===== config.mk =====
export PLATFORM = sky130hd
export DESIGN_NAME = keypad_clock_div
export DESIGN_NICKNAME = d
export VERILOG_FILES = /design/src/rtl/keypad_pkg.sv /design/src/rtl/priority_encoder_164.sv /design/src/rtl/keypad_clock_div.sv
export SDC_FILE = /design/constraint.sdc
export NUM_CORES = 1
export LEC_CHECK = 0
export ABC_AREA = 1
export BUFFER_PORTS_ARGS = -buffer_cell sky130_fd_sc_hd__buf_4
export CAP_MARGIN = 0
export CORE_MARGIN = 2
export CORE_UTILIZATION = 48
export CTS_CLUSTER_DIAMETER = 40
export CTS_CLUSTER_SIZE = 40
export DETAILED_ROUTE_END_ITERATION = 10
export PLACE_DENSITY = 0.78
export SYNTH_ARGS = -nofsm -noshare
export SYNTH_HDL_FRONTEND = slang
export SYNTH_SLANG_ARGS = --single-unit

===== constraint.sdc =====
create_clock -name clk -period 1.5 [get_ports clk]
set_input_delay 0.45 -clock clk [delete_from_list [all_inputs] [get_ports clk]]
set_output_delay 0.45 -clock clk [all_outputs]
set_load 0.03 [all_outputs]

===== src/rtl/keypad_pkg.sv =====
// keypad_pkg: shared constants for the 4x3 keypad controller front end.
//   KEY_NONE  - code reported when no key bit is set (also bit 15's index)
//   KEY_STAR  - index of the '*' key
//   KEY_HASH  - index of the '#' key
//   KEY_BUSY  - code the parent reserves for "busy/acknowledged"
//   DEF_CLK_HZ / DEF_OUT_HZ - default board clock and row-scan rates
package keypad_pkg;

  localparam logic [3:0] KEY_NONE = 4'hF;
  localparam logic [3:0] KEY_STAR = 4'd10;
  localparam logic [3:0] KEY_HASH = 4'd11;
  localparam logic [3:0] KEY_BUSY = 4'd13;

  localparam int DEF_CLK_HZ = 100_000_000;
  localparam int DEF_OUT_HZ = 100;

endpackage


===== src/rtl/priority_encoder_164.sv =====
// priority_encoder_164: 16-to-4 priority encoder, highest set index wins.
// Purely combinational; holds no state.
//   i     [15:0] in  - request vector
//   out   [3:0]  out - index of highest set bit, KEY_NONE when i == 0
//   valid        out - any bit of i set
module priority_encoder_164
  import keypad_pkg::*;
(
  input  logic [15:0] i,
  output logic [3:0]  out,
  output logic        valid
);

  // Ascending scan so the last (highest) set bit overwrites lower ones.
  // Bit 15 and the empty case both give 4'hF; valid tells them apart.
  always_comb begin
    out = KEY_NONE;
    for (int n = 0; n < 16; n++) begin
      if (i[n]) out = 4'(n);
    end
  end

  assign valid = |i;

endmodule


===== src/rtl/keypad_clock_div.sv =====
// keypad_clock_div: row-scan clock divider plus key-hit encoder.
//   CLK_HZ, OUT_HZ - input clock and scan clock rates; CLK_HZ/(2*OUT_HZ)
//                    must be an integer >= 1
//   clk        in  - system clock, rising edge
//   reset      in  - synchronous, active-high
//   keys[15:0] in  - key-hit vector, bit n = key n pressed
//   clk_out    out - 50% duty square wave at OUT_HZ
//   tick       out - one-clk pulse aligned with each clk_out rising edge
//   key_code   out - index of highest set bit of keys (4'hF when none)
//   key_valid  out - any key bit set
module keypad_clock_div
  import keypad_pkg::*;
#(
  parameter int CLK_HZ = DEF_CLK_HZ,
  parameter int OUT_HZ = DEF_OUT_HZ
) (
  input  logic        clk,
  input  logic        reset,
  input  logic [15:0] keys,
  output logic        clk_out,
  output logic        tick,
  output logic [3:0]  key_code,
  output logic        key_valid
);

  localparam int HALF = CLK_HZ / (2 * OUT_HZ);
  localparam int CW   = (HALF > 1) ? $clog2(HALF) : 1;
  localparam logic [CW-1:0] LAST = CW'(HALF - 1);

  logic [CW-1:0] count;
  logic          wrap;

  assign wrap = (count == LAST);

  // Reset is checked first so a reset landing on a wrap cycle suppresses
  // both the toggle and the tick. tick is set on the same edge that drives
  // clk_out high, so the two rise together.
  always_ff @(posedge clk) begin
    if (reset) begin
      count   <= '0;
      clk_out <= 1'b0;
      tick    <= 1'b0;
    end else if (wrap) begin
      count   <= '0;
      clk_out <= ~clk_out;
      tick    <= ~clk_out;
    end else begin
      count   <= count + 1'b1;
      tick    <= 1'b0;
    end
  end

  priority_encoder_164 u_enc (
    .i     (keys),
    .out   (key_code),
    .valid (key_valid)
  );

endmodule


==> results.md, run 1 <==
* Outcome: finished with violations
* Failing checks: negative setup slack
* Post-route ant nets at 0
* Slew @ Worst Pin at 0.303 ns
* Max Cap Viol at 0
* Startpoint Class: primary input
* Most frequent CP cell: nand2_1
* Slack of the critical path at -0.457 ns
* Crit path cell chain: buf_8, inv_8, nand2_2, nand2_1, nand2_1, nand2_1, nand2_1, nand2_1, nand2_1, nand2_1, nand2_1, nand2_1, nand2_1, nand2_1, nand2_1, nand2_2, nand2_4, buf_6
* Crit-path slowest cell: buf_6
* H-tree Lvls at 1
* Final Util at 0.851
* Final wirelength at 3.75 mm
* Wirelength per Cell at 14.0 µm
* Peak supply drop at 0.646 mV
* Post-Synth Simple-Gate Area at 0.411
* Worst r2r src: count[0]$_SDFF_PP0_
* Largest net degree at the start of global routing at 14
* Lkg Pwr at 0.00101 µW
* Synth Area in Compound Gates at 0.0730
* Post-layout minimum cycle time at 1.96 ns
* Fin crit share at 1.30
* Req. time, crit path at 1.05 ns
* Syn-to-layout area delta at 72.5%
* XOR/XNOR Fraction of Synth Area at 0.0365
* First-pass GRT wire length at 4.75 mm
* CTS clk-pin slew, worst paths at 0.12 ns
* GP Congestion at 0.812
* # setup viols final at 22
* HP Class: primary input to flip-flop
* Initial Util at 0.493
* Final HPWL DP at 2.20 mm
* Row count at 18
* Cell area after synthesis at 1200 µm²
* CP top delay family: simple AND/OR/NAND/NOR gates
* Io pins at 25
* Hold Crit Start: reset
* Internal power at 773 µW
* Final Hold Vio Count at 0
* Worst Path Max Fanout at 3
* NetSw at 302 µW
* Worst Setup SP: keys[1]
* Crit-path max cell delay at 0.13 ns
* Commonest non-fill, non-tap cells in the layout: 46 x buf_4, 32 x nand2_1, 30 x inv_1, 11 x buf_6
* Initial DRT Pass Iterations at 5
* Cell Pwr Density at 520 nW/µm²
* Most common cell after layout, fill and taps aside: buf_4
* Initial DRC Count at 20
* DRC at 0
* Combinational share of power at 0.195
* Core area at 2430 µm²
* Clock power share at 0.273
* Final Net Count at 257
* Cts bufs inserted at 3
* DR vias/cell at 5.13
* Crit end category: primary output
* Final instance area at 2070 µm²
* Mux cell area share after synthesis at 0
* Hold_buf cts at 0
* DIE AREA at 2920 µm²
* Clk sink count at 21
* Worst Path Arrival at 1.51 ns
* Clock latency on the worst-skew pair at 0.32 ns
* Share of layout cells above drive strength 1 at 0.565
* Worst setup path class: primary input to primary output
* Total grt overflow at 0
* Yosys warnings at 0
* Port Buffers at 24
* RSZ-0062 raised after global routing: yes
* Cell variety after synth at 29
* Seq pwr share at 0.532
* Worst Skew at 0.00248 ns
* CTS tree: done
* DR vias at 1,370
* Switching share of power at 0.281
* Clock tree buffer depth at 2
* Die Wd at 54.0 µm
* Fmax at 511 MHz
* Synthesized Nets at 194
* Clk root buf: clkbuf_4
* Synth Register Bits at 21
* Total track usage at 0.222
* Placed cell area at 1670 µm²
* Crit path buf inv count at 3
* Largest family of logic cells by synthesized area: simple AND/OR/NAND/NOR gates
* Slew Limit Fails at 0
* Syn Area/Cell at 6.86 µm²
* Die height at 54.0 µm
* Post-synthesis sequential area ratio at 0.350
* Slew headroom at 0.797
* Diodes inserted at 0
* Vias in the first global route at 1,135
* Syn Inst Count at 175
* Antenna violations before repair at 0
* Synth Area in Adders at 0.0104
## metrics by stage
stage	worst slack [ns]	total power, µW	instances	TNS, ns	hold WS [ns]
finish	-0.457	1080	267	-2.51	0.411
global route	-0.622	1120	267	-4.29	0.404
CTS	-0.401	1040	257	-1.73	0.409
detailed placement	-0.444	744	250	-2.83	0.450
global placement	-0.426	738	250	-2.07	0.428
floorplan	-0.120	655	175	-0.259	0.417
## tightest hold or removal path: cells and delay by family
kind	cells	cell delay [ns]
and+or+nand+nor	1	0.07
buffers and inverters	3	0.18
## what timing repair did
action	4_1_cts	5_1_grt
buffers inserted	3	11
pin swaps	9	25
setup endpoints to repair	25	26
gates resized for setup	24	53
## flip-flops by register name, indices dropped and copies added (netlist names)
name	count
count	19
tick	1
clk_out	1
## cell type report
| cell class | instances | area, µm² |
|---|---|---|
| clock buffer | 3 | 22.5 |
| clock inverter | 1 | 7.51 |
| fill | 131 | 363 |
| inverter | 36 | 150 |
| multi-input combinational | 117 | 908 |
| sequential | 21 | 439 |
| tap | 30 | 37.5 |
| timing repair buffer | 59 | 504 |
## synthesized netlist by cell type, drive strengths merged
cell    number  area share
nor3         7       0.047
nand3       12       0.054
buf          1      0.0063
xnor2        2       0.015
ha           1       0.010
nand2       42        0.14
o21a         1      0.0063
nor4         5       0.039
inv         36        0.11
xor2         3       0.022
o211ai       1      0.0063
dfxtp       21        0.35
nor3b        1      0.0063
o21ai        6       0.025
a21oi        7       0.029
nand4        4       0.033
nor2        24       0.092
o21bai       1      0.0063
## path summary, 6_finish.rpt
path         slack, ns  cells past startpoint              endpoint
max reg2reg      -0.11                      8  count[18]$_SDFF_PP0_
min reg2reg       0.46                      1   count[0]$_SDFF_PP0_
min               0.41                      4       tick$_SDFF_PP0_
max              -0.46                     18           key_code[0]
## kinds of logic (layout without fill, tap and decap cells)
family,count (synthesis),after routing
buffers and inverters,37,99
AOI/OAI and AO/OA,16,16
adders and majority gates,1,1
xor gates and xnor gates,5,5
and+or+nand+nor,95,95
DFF,21,21
## metal layers
| layer | vias up | global-route usage | share of wire |
|---|---|---|---|
| met3 | 8 | 0.0583 | 0.049 |
| met1 | 643 | 0.265 | 0.39 |
| met2 | 46 | 0.390 | 0.53 |
| met5 | - | 0 | 0 |
| li1 | 673 | - | - |
| met4 | 0 | 0.0625 | 0.028 |
## power by group through the flow
stage               logic (µW)  clock network [µW]  registers [µW]
finish                     210                 293             572
global route               226                 321             573
CTS                        173                 295             572
detailed placement         163                   0             581
global placement           158                   0             581
floorplan                 74.5                   0             580
(Power assumes the default switching activity.)
==> run 2: changes to the inputs <==
--- a/config.mk
+++ b/config.mk
@@ -13,7 +13,9 @@
 export CTS_CLUSTER_DIAMETER = 40
 export CTS_CLUSTER_SIZE = 40
 export DETAILED_ROUTE_END_ITERATION = 10
-export PLACE_DENSITY = 0.78
+export GPL_TIMING_DRIVEN = 0
+export PLACE_DENSITY_LB_ADDON = 0.05
+export SLEW_MARGIN = 20
 export SYNTH_ARGS = -nofsm -noshare
 export SYNTH_HDL_FRONTEND = slang
 export SYNTH_SLANG_ARGS = --single-unit
==> run 2 against run 1 <==
The flow still finishes with violations (negative setup slack). Utilization down 8.5 points. First-iteration DRC count up 20%. Clock power down 6.8%. Highest routed layer unchanged. Via count fell by 10%. Cell area decreased by 10%. Total power shrank 4.7%.
==> results.md, run 2 (synthesis results as in run 1) <==
* Row count at 18
* DRC at 0
* Max Cap Viol at 0
* Post-layout minimum cycle time at 1.92 ns
* Clock tree buffer depth at 2
* RSZ-0062 raised after global routing: yes
* Slew @ Worst Pin at 0.321 ns
* Clk root buf: clkbuf_4
* Die height at 54.0 µm
* Clk sink count at 21
* Final Net Count at 237
* Slack of the critical path at -0.420 ns
* DR vias at 1,230
* Diodes inserted at 0
* Top flop regs: count (19), clk_out (1), tick (1)
* Lkg Pwr at 0.000909 µW
* Placed cell area at 1500 µm²
* Worst Path Arrival at 1.47 ns
* Total power at 1030 µW
* Initial DRT Pass Iterations at 4
* Slew headroom at 0.784
* Vias in the first global route at 1,132
* Number of flip-flops in the largest register at 19
* HP Class: primary input to flip-flop
* Fmax at 521 MHz
* Startpoint Class: primary input
* Post-route ant nets at 0
* Cts bufs inserted at 3
* Worst Skew at 0.0117 ns
* Worst Path Max Fanout at 3
* Initial Util at 0.493
* Wirelength per Cell at 12.5 µm
* DR vias/cell at 4.98
* Final HPWL DP at 1.94 mm
* Hold Slack at 0.443 ns
* Largest net degree at the start of global routing at 12
* Peak supply drop at 0.513 mV
* Syn-to-layout area delta at 55.3%
* H-tree Lvls at 1
* Failing checks: negative setup slack
* Share of layout cells above drive strength 1 at 0.447
* # setup viols final at 6
* Core area at 2430 µm²
* Final instance area at 1860 µm²
* CTS clk-pin slew, worst paths at 0.11 ns
* Io pins at 25
* CTS tree: done
* Top reg by flops: count
* Initial DRC Count at 24
* Commonest non-fill, non-tap cells in the layout: 32 x nand2_1, 31 x inv_1, 25 x buf_4, 14 x nor2_1, 10 x buf_6
* GP Congestion at 0.828
* Clock latency on the worst-skew pair at 0.30 ns
* First-pass GRT wire length at 4.69 mm
* Worst setup path class: primary input to primary output
* Cell Pwr Density at 550 nW/µm²
* Total grt overflow at 0
* Antenna violations before repair at 0
* Total track usage at 0.219
* Hold_buf cts at 0
* Slew Limit Fails at 0
* Outcome: finished with violations
* Port Buffers at 24
* Req. time, crit path at 1.05 ns
* Die Wd at 54.0 µm
* DIE AREA at 2920 µm²
* Final Hold Vio Count at 0
* Crit end category: primary output
* Final wirelength at 3.08 mm
* Most common cell after layout, fill and taps aside: nand2_1
* Fin crit share at 1.28
==> run 2: changes by cell type in the layout (fill, tap and decap cells not counted), sizes merged <==
cell / previous run / this run
buf: 59 / 39
clkinvlp: 1 / 0
clkbuf: 3 / 4
==> run 2: where the power goes <==
group | switching (µW) | internal, µW | leakage, µW
clock | 169 | 104 | 0.0000150
sequential | 10.8 | 560 | 0.000177
combinational | 85.8 | 96.0 | 0.000717
total | 266 | 760 | 0.000909
==> run 2: layout make-up <==
class | count | area [µm²]
Inverter | 36 | 150
Tap cell | 30 | 37.5
Buffer | 1 | 11.3
Multi-Input combinational cell | 117 | 836
Sequential cell | 21 | 448
Timing Repair Buffer | 38 | 354
Fill cell | 177 | 569
Clock buffer | 4 | 26.3
==> run 2: worst paths after layout <==
| check | start | endpoint | slack, ns | cells past startpoint |
|---|---|---|---|---|
| worst max-delay path | keys[1] | key_code[0] | -0.42 | 18 |
| worst min-delay path | reset | tick$_SDFF_PP0_ | 0.44 | 4 |
| worst max register to register | count[1]$_SDFF_PP0_ | count[12]$_SDFF_PP0_ | -0.01 | 7 |
| worst min register to register | count[0]$_SDFF_PP0_ | count[0]$_SDFF_PP0_ | 0.46 | 1 |
==> run 2: worst max-delay path, cell delays in order <==
cell and delay, ns:
buf_12 0.11, clkinv_8 0.03, nand2_2 0.03, nand2_1 0.05, nand2_1 0.05, nand2_1 0.05, nand2_1 0.05, nand2_1 0.05
nand2_1 0.05, nand2_1 0.05, nand2_1 0.05, nand2_1 0.06, nand2_1 0.05, nand2_1 0.05, nand2_1 0.05, nand2_2 0.07
nand2_4 0.05, buf_6 0.13
==> run 2: what timing repair did <==
item / 4_1_cts / 5_1_grt
cloned: 1 / 0
pin swaps: 15 / 20
gates resized for setup: 32 / 34
setup buffers: 7 / 6
endpoints found under the setup margin: 24 / 25
==> run 2: metrics by stage <==
| stage | cells | TNS (ns) | worst slack [ns] | util |
|---|---|---|---|---|
| after floorplan | 175 | -0.259 | -0.120 | - |
| after global placement | 229 | -3.09 | -0.460 | 0.618 |
| after detailed placement | 229 | -3.46 | -0.480 | 0.618 |
| after CTS | 241 | -1.48 | -0.425 | 0.701 |
| after global routing | 247 | -3.12 | -0.536 | 0.766 |
| final | 247 | -1.47 | -0.420 | 0.766 |
==> run 2: routing by layer <==
metal  routed length (µm)  vias to the layer above  share of wire  GRT usage
met3                  137                        2          0.044     0.0361
met2                 1650                       28           0.53      0.394
met5                    0                        -              0          0
met4                   12                        0         0.0039     0.0750
li1                     -                      631              -          -
met1                 1280                      569           0.42      0.262
==> run 3: changes to the inputs <==
--- a/config.mk
+++ b/config.mk
@@ -9,7 +9,7 @@
 export BUFFER_PORTS_ARGS = -buffer_cell sky130_fd_sc_hd__buf_4
 export CAP_MARGIN = 0
 export CORE_MARGIN = 2
-export CORE_UTILIZATION = 48
+export CORE_UTILIZATION = 46
 export CTS_CLUSTER_DIAMETER = 40
 export CTS_CLUSTER_SIZE = 40
 export DETAILED_ROUTE_END_ITERATION = 10
==> run 3 against run 2 <==
The flow still finishes with violations (negative setup slack). Total power grew 0.24%. Critical path depth stayed put. Cell count increased by 0.40%. Die area up 4.0%. Wire length shrank 7.7%. Count of clock-buffer cells in the layout did not move. Non-clock buffer count is 1 higher. Clock skew fell by 0.0057 ns. Setup slack better by 0.027 ns. Fmax grew 1.5%. Critical path type unchanged. Largest power group unchanged.
==> results.md, run 3 (synthesis results as in run 1) <==
* RSZ-0062 raised after global routing: yes
* Post-layout minimum cycle time at 1.89 ns
* DRC at 0
* Fmax at 528 MHz
* Slew headroom at 0.801
* # setup viols final at 9
* Slew Limit Fails at 0
* Slack of the critical path at -0.393 ns
* Vias in the first global route at 975
* Placed cell area at 1500 µm²
* Port Buffers at 24
* Cts bufs inserted at 3
* Io pins at 25
* Outcome: finished with violations
* Lkg Pwr at 0.000921 µW
* Worst Path Arrival at 1.44 ns
* Syn-to-layout area delta at 60.9%
* Peak supply drop at 0.617 mV
* Wirelength per Cell at 11.5 µm
* Clk sink count at 21
* CTS clk-pin slew, worst paths at 0.11 ns
* Worst setup path class: primary input to primary output
* Initial DRC Count at 24
* Diodes inserted at 0
* Final std cells w/o fill at 248
* Final wirelength at 2.84 mm
* Total track usage at 0.182
* Multi-input gate area at 881 µm²
* Clock tree buffer depth at 2
* Cell Pwr Density at 532 nW/µm²
* First-pass GRT wire length at 3.97 mm
* GP Congestion at 0.743
* Most common cell after layout, fill and taps aside: nand2_1
* Final Hold Vio Count at 0
* Die Wd at 55.1 µm
* Share of layout cells above drive strength 1 at 0.495
* Initial DRT Pass Iterations at 4
* Register area at 449 µm²
* # placed instances at 229
* Die height at 55.1 µm
* Post-route ant nets at 0
* Number of flip-flops in the largest register at 19
* Largest net degree at the start of global routing at 12
* Total grt overflow at 0
* Initial Util at 0.484
* Commonest non-fill, non-tap cells in the layout: 32 x nand2_1, 31 x inv_1, 25 x buf_4, 11 x buf_6
* Fin crit share at 1.26
* Clock latency on the worst-skew pair at 0.30 ns
* Core area at 2480 µm²
* Layout fillers at 170
* Crit end category: primary output
* H-tree Lvls at 1
* Top flop regs: count (19), clk_out (1), tick (1)
* Slew @ Worst Pin at 0.297 ns
* Worst Skew at 0.00601 ns
* Final HPWL DP at 1.89 mm
* R2R setup slack at -0.03 ns
* Row count at 18
* Startpoint Class: primary input
* Worst Path Max Fanout at 2
* HP Class: primary input to flip-flop
* Max Cap Viol at 0
* Final Net Count at 238
* Clk root buf: clkbuf_4
* DIE AREA at 3030 µm²
* Final instance area at 1930 µm²
* DR vias at 1,230
* Top reg by flops: count
* Req. time, crit path at 1.05 ns
* CTS tree: done
* Hold Slack at 0.435 ns
* Antenna violations before repair at 0
* Setup tns final at -1.55 ns
* Failing checks: negative setup slack
* DR vias/cell at 4.96
* Total power at 1030 µW
-- run 3: what timing repair did --
item	4_1_cts	5_1_grt
hold buffers	0	0
pin swaps	15	24
endpoints found under the setup margin	25	25
buffers inserted	6	8
gates cloned	0	1
resized for setup	27	51
endpoints found under the hold margin	0	0
-- run 3: through the flow --
step	setup WS (ns)	util
detailed placement	-0.480	0.607
CTS	-0.433	0.673
finish	-0.393	0.779
floorplan	-0.120	-
global placement	-0.472	0.607
global route	-0.548	0.779
-- run 3: cell type report --
cell class                      count  share of cell area
Inverter                           36              0.0778
Multi-Input combinational cell    117               0.456
Sequential cell                    21               0.233
Tap cell                           30              0.0194
Clock buffer                        4              0.0136
Timing Repair Buffer               39               0.192
Buffer                              1             0.00778
-- run 3: where the power goes --
| group | internal (µW) | switching, µW | total, µW |
|---|---|---|---|
| Sequential | 558 | 11.1 | 569 |
| Clock | 104 | 166 | 270 |
| Combinational | 99.5 | 89.5 | 189 |
-- run 3: critical path, stage by stage --
cell	delay [ns]
buf_12	0.11
clkinv_8	0.03
nand2_2	0.03
nand2_1	0.04
nand2_1	0.05
nand2_1	0.05
nand2_1	0.04
nand2_1	0.05
nand2_1	0.05
nand2_1	0.05
nand2_1	0.05
nand2_1	0.05
nand2_1	0.04
nand2_1	0.06
nand2_1	0.06
nand2_2	0.07
nand2_4	0.04
buf_6	0.13
-- run 3: path summary, 6_finish.rpt --
path / from / endpoint / cells after the start
min reg2reg: count[0]$_SDFF_PP0_ / count[0]$_SDFF_PP0_ / 1
max reg2reg: count[0]$_SDFF_PP0_ / count[12]$_SDFF_PP0_ / 7
max: keys[1] / key_code[0] / 18
min: reset / tick$_SDFF_PP0_ / 4
-- run 3: per-layer routing --
metal / GRT usage / share of wire
met5: 0 / 0
met3: 0.0484 / 0.051
met2: 0.302 / 0.49
met1: 0.238 / 0.45
met4: 0.0366 / 0.0095
